<file path="config.mk">
export PLATFORM = sky130hd
export DESIGN_NAME = branch_predictor
export DESIGN_NICKNAME = d
export VERILOG_FILES = /design/src/rtl/branch_predictor.sv
export SDC_FILE = /design/constraint.sdc
export NUM_CORES = 1
export LEC_CHECK = 0
export BUFFER_PORTS_ARGS = -buffer_cell sky130_fd_sc_hd__buf_4
export CAP_MARGIN = 10
export CORE_MARGIN = 4
export CORE_UTILIZATION = 35
export CTS_CLUSTER_DIAMETER = 120
export DETAILED_ROUTE_END_ITERATION = 16
export GPL_TIMING_DRIVEN = 0
export PLACE_DENSITY_LB_ADDON = 0.25
export RECOVER_POWER = 100
export SYNTH_ARGS = -nofsm -noshare
export SYNTH_HDL_FRONTEND = slang
export SYNTH_SLANG_ARGS = --single-unit
</file>
<file path="constraint.sdc">
create_clock -name i_clk -period 3 [get_ports i_clk]
set_input_delay 0.45 -clock i_clk [delete_from_list [all_inputs] [get_ports i_clk]]
set_output_delay 0.45 -clock i_clk [all_outputs]
set_load 0.005 [all_outputs]
</file>
<file path="src/rtl/branch_predictor.sv">
// Bimodal branch predictor: a table of 2-bit saturating counters, registered prediction
// response and registered mispredict/redirect pulse. Define BRANCH_PREDICTOR_STATS_EN for stat counters.
module branch_predictor #(
  parameter  int ADDR_WIDTH  = 32,
  parameter  int ENTRIES     = 16,
  localparam int INDEX_WIDTH = $clog2(ENTRIES),
  localparam int OP_WIDTH    = 2
) (
  input  logic                  i_clk,
  input  logic                  i_rst,
  input  logic                  i_pred_valid,
  input  logic [ADDR_WIDTH-1:0] i_pred_pc,
  output logic                  o_pred_valid,
  output logic                  o_pred_taken,
  input  logic                  i_res_valid,
  input  logic [ADDR_WIDTH-1:0] i_res_pc,
  input  logic [OP_WIDTH-1:0]   i_res_op,
  input  logic                  i_res_taken,
  input  logic                  i_res_pred_taken,
  output logic                  o_mispredict,
  output logic                  o_redirect_taken
`ifdef BRANCH_PREDICTOR_STATS_EN
  ,
  output logic [31:0]           o_stat_branches,
  output logic [31:0]           o_stat_mispredicts
`endif
);

  logic [1:0]             cnt_q [ENTRIES];
  logic [1:0]             cnt_d [ENTRIES];
  logic [INDEX_WIDTH-1:0] pred_idx;
  logic [INDEX_WIDTH-1:0] res_idx;
  logic                   res_counted;
  logic                   pred_valid_q, pred_valid_d;
  logic                   pred_taken_q, pred_taken_d;
  logic                   mispredict_q, mispredict_d;
  logic                   redirect_taken_q, redirect_taken_d;
  logic                   unused_pc_bits;

  assign pred_idx       = i_pred_pc[INDEX_WIDTH+1:2];
  assign res_idx        = i_res_pc[INDEX_WIDTH+1:2];
  assign res_counted    = i_res_valid && (i_res_op != '0);
  assign unused_pc_bits = ^{i_pred_pc, i_res_pc};

  always_comb begin
    cnt_d = cnt_q;
    if (res_counted) begin
      if (i_res_taken) begin
        if (cnt_q[res_idx] != 2'b11) cnt_d[res_idx] = cnt_q[res_idx] + 2'd1;
      end else begin
        if (cnt_q[res_idx] != 2'b00) cnt_d[res_idx] = cnt_q[res_idx] - 2'd1;
      end
    end
    // Prediction reads the pre-update table, giving read-before-write on index collisions.
    pred_valid_d     = i_pred_valid;
    pred_taken_d     = i_pred_valid & cnt_q[pred_idx][1];
    mispredict_d     = res_counted & (i_res_taken ^ i_res_pred_taken);
    redirect_taken_d = mispredict_d & i_res_taken;
  end

  always_ff @(posedge i_clk) begin
    if (i_rst) begin
      cnt_q            <= '{default: 2'b01};
      pred_valid_q     <= 1'b0;
      pred_taken_q     <= 1'b0;
      mispredict_q     <= 1'b0;
      redirect_taken_q <= 1'b0;
    end else begin
      cnt_q            <= cnt_d;
      pred_valid_q     <= pred_valid_d;
      pred_taken_q     <= pred_taken_d;
      mispredict_q     <= mispredict_d;
      redirect_taken_q <= redirect_taken_d;
    end
  end

  assign o_pred_valid     = pred_valid_q;
  assign o_pred_taken     = pred_taken_q;
  // A pulse already in flight when reset arrives is suppressed rather than leaking out.
  assign o_mispredict     = mispredict_q & ~i_rst;
  assign o_redirect_taken = redirect_taken_q & ~i_rst;

`ifdef BRANCH_PREDICTOR_STATS_EN
  logic [31:0] stat_branches_q, stat_branches_d;
  logic [31:0] stat_mispredicts_q, stat_mispredicts_d;

  always_comb begin
    stat_branches_d    = stat_branches_q + 32'(res_counted);
    stat_mispredicts_d = stat_mispredicts_q + 32'(mispredict_d);
  end

  always_ff @(posedge i_clk) begin
    if (i_rst) begin
      stat_branches_q    <= '0;
      stat_mispredicts_q <= '0;
    end else begin
      stat_branches_q    <= stat_branches_d;
      stat_mispredicts_q <= stat_mispredicts_d;
    end
  end

  assign o_stat_branches    = stat_branches_q;
  assign o_stat_mispredicts = stat_mispredicts_q;
`endif

endmodule

</file>
======== After elaboration in Yosys (flattened, before gate mapping) ========
Cells that the tools add are included.
storage, ports and cells
  output and inout port bits .............. 4
  register bits after elaboration ......... 36
  memory bits (writable) .................. 0
  bits in read-only memories .............. 0
  input port bits ......................... 72
  bits in latches ......................... 0
  memories ................................ 0
  logic and storage cells ................. 55
operators by class
  $lt $le $gt $ge ......................... 3
  multiplexer cells ....................... 13
  shifts and indexed selects .............. 0
  eq/ne operators ......................... 2
  add/subtract/negate cells ............... 2
  reductions and logical operators ........ 6
  bitwise operators ....................... 9
  multiply operators ...................... 0
  div/mod/pow operators ................... 0
operators with widths
  kind                                                       number
  two-way mux 32 bit                                         3
  bitwise mux 32 bit                                         2
  binary-select mux 2 bit (select 4 bit)                     2
  greater-or-equal comparator 5 bit (second input constant)  2
  two-way mux 2 bit                                          5
  NOT 4 -> 5 bit                                             2
  demux 2 bit (select 4 bit)                                 1
  nonzero test 2 bit                                         3
  AND 1 bit                                                  5
  < comparator 5 x 1 -> 1 bit (second input constant)        1
  AND reduction 3 bit                                        1
  adder 2 x 1 -> 2 bit (second input constant)               1
  logical AND 1 bit                                          2
  != test 2 x 1 -> 1 bit (second input constant)             1
  != test 2 bit (second input constant)                      1
  subtractor 2 x 1 -> 2 bit (second input constant)          1
  NOT 1 bit                                                  1
  XOR 1 bit                                                  1

======== Logic depth before layout (Yosys ltp) ========
Gate-level depths: netlist (run 1).
  word-level depth ........................ 8
  gate-level depth with buffers ........... 11
  mapped depth without buffers ............ 9

======== Least setup slack after synthesis (run 1) ========
Ideal clock, no wire load.
  path type ............................... input -> register
  from .................................... input i_res_pc[2]
  to ...................................... register cnt_q[11] (netlist bit)
  stages .................................. 11
  slack ................................... 0.542 ns
  arrival time ............................ 2.331 ns
  cells stage by stage .................... buf_6 mux4_2 nand3b_1 and4_4 inv_2 ha_1 mux2i_2 buf_6 nand4_1 mux2i_1 nor2_1
between the ends
  word-level cells in the longest chain between the ends .. 8
RTL lines
  what                                                                                 line    text
  start, declared                                                                      16      input logic [ADDR_WIDTH-1:0] i_res_pc,
  NOT 4 -> 5 bit (implied by the code) (*)                                             49, 51
  binary-select mux 2 bit (select 4 bit), or another cell as far along                 49, 51
  two-way mux 2 bit (implied by the code) / logical AND 1 bit (equally long branches)  49, 51
  two-way mux 2 bit (implied by the code)                                              49, 51
  subtractor 2 x 1 -> 2 bit, or another cell as far along                              51      if (cnt_q[res_idx] != 2'b00) cnt_d[res_idx] = cnt_q[res_idx] - 2'd1;
  bitwise mux 32 bit (on tied branches)                                                51, 49
  two-way mux 32 bit (on tied branches)                                                51, 49
  two-way mux 32 bit                                                                   48      if (i_res_taken) begin
  end signal, assigned                                                                 69      cnt_q <= cnt_d;
  end, declared                                                                        29      logic [1:0] cnt_q [ENTRIES];
Mark *: on every way between the ends. The rest lies on a longest branch, timed or not. The select of a mux whose other input is x is not followed.
A chain may end at the register's enable or synchronous reset.

======== Worst setup path after layout (run 1) ========
  from .................................... input i_res_pc[5]
  to ...................................... register cnt_q[13] (netlist bit)
The elaborated chain is that of the path after synthesis.

==> results of run 1 <==
-- cell usage after synthesis (3+ instances only) --
library cell   n
nand4_1       10
and2b_1        4
and4_2         5
nand4_2        3
nand2_1        6
dfxtp_1       36
nor2b_1        4
mux2i_1       20
nand3b_1       5
xor2_1        11
mux4_2        10
buf_6          4
nand2b_1      16
nor2_1        20
xnor2_1        7
-- worst max-delay path, stage by stage --
cell,delay [ns]
clkbuf_4,0.11
buf_4,0.18
mux4_2,0.51
nand2_1,0.07
nand4_1,0.13
ha_1,0.22
mux2i_1,0.43
buf_6,0.21
nand4_1,0.22
mux2i_1,0.21
nor2_1,0.05
-- power by group through the flow --
stage               logic (mW)  registers, mW  clock network [mW]
finish                   0.124          0.492               0.313
global route             0.138          0.492               0.349
CTS                      0.129          0.491               0.326
detailed placement       0.129          0.502                   0
global placement         0.129          0.502                   0
floorplan               0.0871          0.501                   0
-- cell type report --
cell class | count | area (sq um)
clock inverter | 1 | 5.00
timing repair buffer | 16 | 120
buffer | 11 | 77.6
clock buffer | 6 | 72.6
inverter | 2 | 7.51
fill | 516 | 3040
tap | 70 | 87.6
multi-input combinational | 135 | 1110
sequential | 36 | 721
-- through the flow --
stage               hold WS [ns]  instance area (sq um)  cells
finish                     0.449                   2200    277
detailed placement         0.479                   2150    270
floorplan                  0.458                   1950    184
global placement           0.473                   2150    270
global route               0.443                   2200    277
CTS                        0.383                   2230    277
-- logic make-up after synthesis --
family | count (synthesis) | share of synthesized area (%)
adder cells (fa/ha/maj) | 2 | 1.29
flip-flops | 36 | 37.0
buffers and inverters | 13 | 4.82
multiplexers | 31 | 22.6
XOR/XNOR | 18 | 8.10
AND/OR/NAND/NOR | 80 | 25.0
AO/OA/AOI/OAI | 4 | 1.22
-- layer usage --
layer / part of all wire, % / wire length [microns] / vias to the layer above
met5: 0 / 0 / -
li1: - / - / 692
met3: 3.6 / 150 / 8
met1: 52 / 2170 / 657
met4: 1.8 / 76 / 0
met2: 43 / 1800 / 24
-- how the worst max path moves through the flow --
stage | start | to | slack (ns) | depth (start not counted)
global placement | i_res_pc[5] | cnt_q[29]$_SDFFE_PP0P_ | 0.09 | 11
CTS | i_res_pc[5] | cnt_q[25]$_SDFFE_PP0P_ | 0.34 | 11
detailed placement | i_res_pc[5] | cnt_q[25]$_SDFFE_PP0P_ | 0.05 | 11
floorplan | i_res_pc[2] | cnt_q[11]$_SDFFE_PP0P_ | 0.54 | 11
finish | i_res_pc[5] | cnt_q[13]$_SDFFE_PP0P_ | 0.34 | 11
global route | i_res_pc[5] | cnt_q[31]$_SDFFE_PP0P_ | 0.09 | 11
==> results.cfg, run 1 <==
[detailed_routing]
dr.pass1.iters = 4
avgRoutedWirePerCell_microns = 15.1
ant_nets = 0
vias = 1381
viasPerCell = 4.99
drc = 0
wirelength_microns = 4200
drt-initial-drc-count = 98

[min_path]
hold_class = in -> reg
min_to = redirect_taken_q$_SDFF_PP0_
hold_depth = 2
hold_start = i_res_taken

[logic_synthesis]
synth_top_area_share_pct = 37.0
yosys_warnings = 0
yosysSeqAreaShare_pct = 37.0
netlist_area_sq_um = 1950
async_flop_share_pct = 0
ys_types = 31
avgSynthCellArea_sq_um = 10.6
synth_nets = 258
synth_ff_type = dfxtp_1
ys_seq_elements = 36
syn_inst = 184
synth_top_area_cell = dfxtp_1
synth_area_leaders = dfxtp_1 37%, mux4_2 12%, mux2i_1 10%, nand2b_1 5.1%, xor2_1 4.9%
synth-edff-count = 0

[flow_run]
cap_violations = 0

[worst_setup_path]
rr_endpoint = cnt_q[13]$_SDFFE_PP0P_
cp-start-kind = input pin
r2r_start = cnt_q[17]$_SDFFE_PP0P_
r2r_slack_ns = 0.44
crit_type = in -> reg
reg2regPathDepth = 10
cp.arrival_ns = 2.81
cp.required_ns = 3.15
endpoint_kind = flip-flop
critPathMaxFanout = 10

[global_route]
grt_antenna_before_repair = 0
use_met1_pct = 20.0
grt_usage_pct = 14.1
met3_usage_pct = 4.01
grt_pass1_vias = 1439
grt_max_degree = 11
overflow = 0
busiest_layer = met1
use_met2_pct = 19.7
grt_pass1_wl_microns = 7090

[placement]
dp_hpwl_microns = 3180
port_buffers = 16
pre_cts_ws_ns = 0.0522
place_congestion = 0.774

[pwr]
p_total_mw = 0.929
vdd.ir_drop.worst_v = 0.000236
switching_share_pct = 24.5
switchingPower_mw = 0.228
pwr-share-comb_pct = 13.4
seq_power_share_pct = 52.9
leakagePower_nw = 0.869
powerDensity_nw_per_um2 = 422
clock_power_share_pct = 33.7
p_int_mw = 0.701

[finish]
syn_to_final_growth_pct = 13.1
fin_util_pct = 42.0
layout_common_cells = 36 x dfxtp_1, 21 x mux2i_1, 20 x nor2_1
layout-drive-gt1-share_pct = 20.8
layout_commonest_cell = dfxtp_1
final_nets = 281
diodes = 0

[sta]
fmax_mhz = 376
slew_violations = 0
relSlewSlack_pct = 56.7
grt_setup_unrepaired = no
fin_skew_ns = 0.00599
min_period_over_period_pct = 88.7
setup_tns_ns = 0
tightest_slew_ns = 0.644
finalSetupViolCount = 0
hold_viol = 0
finalWorstSetupSlack_ns = 0.339
period_needed_ns = 2.66

[floorplanning]
die_w_microns = 82.6
rows = 26
die_area_sq_um = 6820
core_area_sq_um = 5240
die_y_microns = 82.6
ios = 76
start_util_pct = 37.2

[clock_network]
cts-root-buf = clkbuf_8
cts_setup_buffers = 0
ctsHtreeMaxLevel = 2
cts_buffer_depth = 2
clock_latency_ns = 0.28
clkSlewWorstSetupHoldPaths_ns = 0.07
cts_tree = yes
cts_buffers = 5
cts.repair.resized = 0
cts_hold_buf = 0
cts_sinks = 36

[status]
status = finished, final reports clean
Power figures use the tool's default switching activity.
==> run 2, diff against run 1 <==
- PLACE_DENSITY_LB_ADDON: 0.25 -> 0.12
==> results.cfg, run 2 (same netlist as run 1, synthesis figures left out) <==
[clock_network]
cts_buffer_depth = 2
cts_sinks = 36
cts.repair.resized = 0
clock_latency_ns = 0.29
ctsHtreeMaxLevel = 2
clkSlewWorstSetupHoldPaths_ns = 0.07
cts_hold_buf = 0
cts_buffers = 5
cts-root-buf = clkbuf_8
cts_setup_buffers = 0
cts_tree = yes

[detailed_routing]
dr.pass1.iters = 4
wirelength_microns = 4580
top_layer = met4
routed-wl-met3_microns = 160
ant_nets = 0
vias = 1423
drc = 0
drt-initial-drc-count = 76
avgRoutedWirePerCell_microns = 16.5
drt-met1-wl_microns = 2130
wl_met2_microns = 2210
viasPerCell = 5.12

[global_route]
grt_pass1_wl_microns = 7440
overflow = 0
grt_usage_pct = 15.0
grt_max_degree = 12
grt_antenna_before_repair = 0
grt_pass1_vias = 1476

[finish]
stdcell_area_sq_um = 2230
syn_to_final_growth_pct = 14.6
layout_common_cells = 36 x dfxtp_1, 21 x mux2i_1, 20 x nor2_1
final_nets = 281
layout-drive-gt1-share_pct = 20.7
layout_commonest_cell = dfxtp_1
fill_cells = 506
seq_area_sq_um = 721
fin_cells = 278
diodes = 0
multi_input_area_sq_um = 1110
fin_util_pct = 42.6

[worst_setup_path]
r2r_start = cnt_q[9]$_SDFFE_PP0P_
r2r_slack_ns = 0.43
cp.required_ns = 3.23
cp.arrival_ns = 2.91
cp-start-kind = input pin
crit_type = in -> reg
reg2regPathDepth = 10
rr_endpoint = cnt_q[13]$_SDFFE_PP0P_
endpoint_kind = flip-flop
critPathMaxFanout = 10

[placement]
pre_cts_ws_ns = 0.0188
placed_area_sq_um = 2150
port_buffers = 16
dp_cells = 270
place_congestion = 0.841
dp_hpwl_microns = 3620

[sta]
relSlewSlack_pct = 55.6
min_period_over_period_pct = 89.5
tightest_slew_ns = 0.661
slew_violations = 0
hold_viol = 0
fin_skew_ns = 0.00442
grt_setup_unrepaired = no
setup_tns_ns = 0
period_needed_ns = 2.69
finalSetupViolCount = 0
finalWorstSetupSlack_ns = 0.314
fmax_mhz = 372
holdWs_ns = 0.432

[min_path]
hold_depth = 3
min_to = mispredict_q$_SDFF_PP0_
hold_start = i_res_pred_taken
hold_class = in -> reg

[pwr]
p_total_mw = 1.03
powerDensity_nw_per_um2 = 464
vdd.ir_drop.worst_v = 0.000172
leakagePower_nw = 0.883

[floorplanning]
core_area_sq_um = 5240
rows = 26
die_y_microns = 82.6
ios = 76
start_util_pct = 37.2
die_area_sq_um = 6820
die_w_microns = 82.6

[flow_run]
cap_violations = 0

[status]
status = finished, final reports clean
-- run 2: cell count changes in the layout (fill, tap and decap cells not counted), sizes merged --
| cell | before | now |
|---|---|---|
| buf | 16 | 17 |
| bufinv | 0 | 1 |
| clkbuf | 16 | 15 |
-- run 2: how the worst max path moves through the flow --
| stage | startpoint | endpoint | slack, ns | cells after the start |
|---|---|---|---|---|
| after floorplan | i_res_pc[2] | cnt_q[11]$_SDFFE_PP0P_ | 0.54 | 11 |
| after global placement | i_res_pc[5] | cnt_q[13]$_SDFFE_PP0P_ | 0.07 | 11 |
| after detailed placement | i_res_pc[5] | cnt_q[13]$_SDFFE_PP0P_ | 0.02 | 11 |
| after CTS | i_res_pc[5] | cnt_q[13]$_SDFFE_PP0P_ | 0.32 | 11 |
| after global routing | i_res_pc[5] | cnt_q[13]$_SDFFE_PP0P_ | 0.12 | 11 |
| final | i_res_pc[5] | cnt_q[13]$_SDFFE_PP0P_ | 0.31 | 11 |
-- run 2: worst max-delay path, cell delays in order --
cell      delay (ns)
buf_4           0.09
buf_4           0.18
mux4_2          0.54
nand2_1         0.08
nand4_1         0.12
inv_1           0.08
ha_1            0.23
xnor2_1         0.56
clkbuf_2        0.36
mux2i_1         0.12
nor2_1          0.10
-- run 2: cell type report --
class                   count  area share, %
inverters                   2          0.337
clock buffers               6           3.25
well taps                  70           3.93
repair buffers             16           5.38
multi-input cells         135           49.7
clock inverters             2           1.57
plain buffers              11           3.48
flip-flops and latches     36           32.3
-- run 2: report_power, final --
| group | leakage (nW) | internal, mW | switching (mW) |
|---|---|---|---|
| Sequential | 0.292 | 0.486 | 0.00496 |
| Clock | 0.0552 | 0.246 | 0.170 |
| Combinational | 0.536 | 0.0567 | 0.0697 |
| Total | 0.883 | 0.790 | 0.245 |
-- run 2: per-layer routing --
| metal | track usage (%) | up-vias |
|---|---|---|
| met5 | 0 | - |
| met4 | 6.21 | 0 |
| met3 | 3.80 | 8 |
| met2 | 24.0 | 27 |
| met1 | 19.3 | 687 |
| li1 | - | 701 |
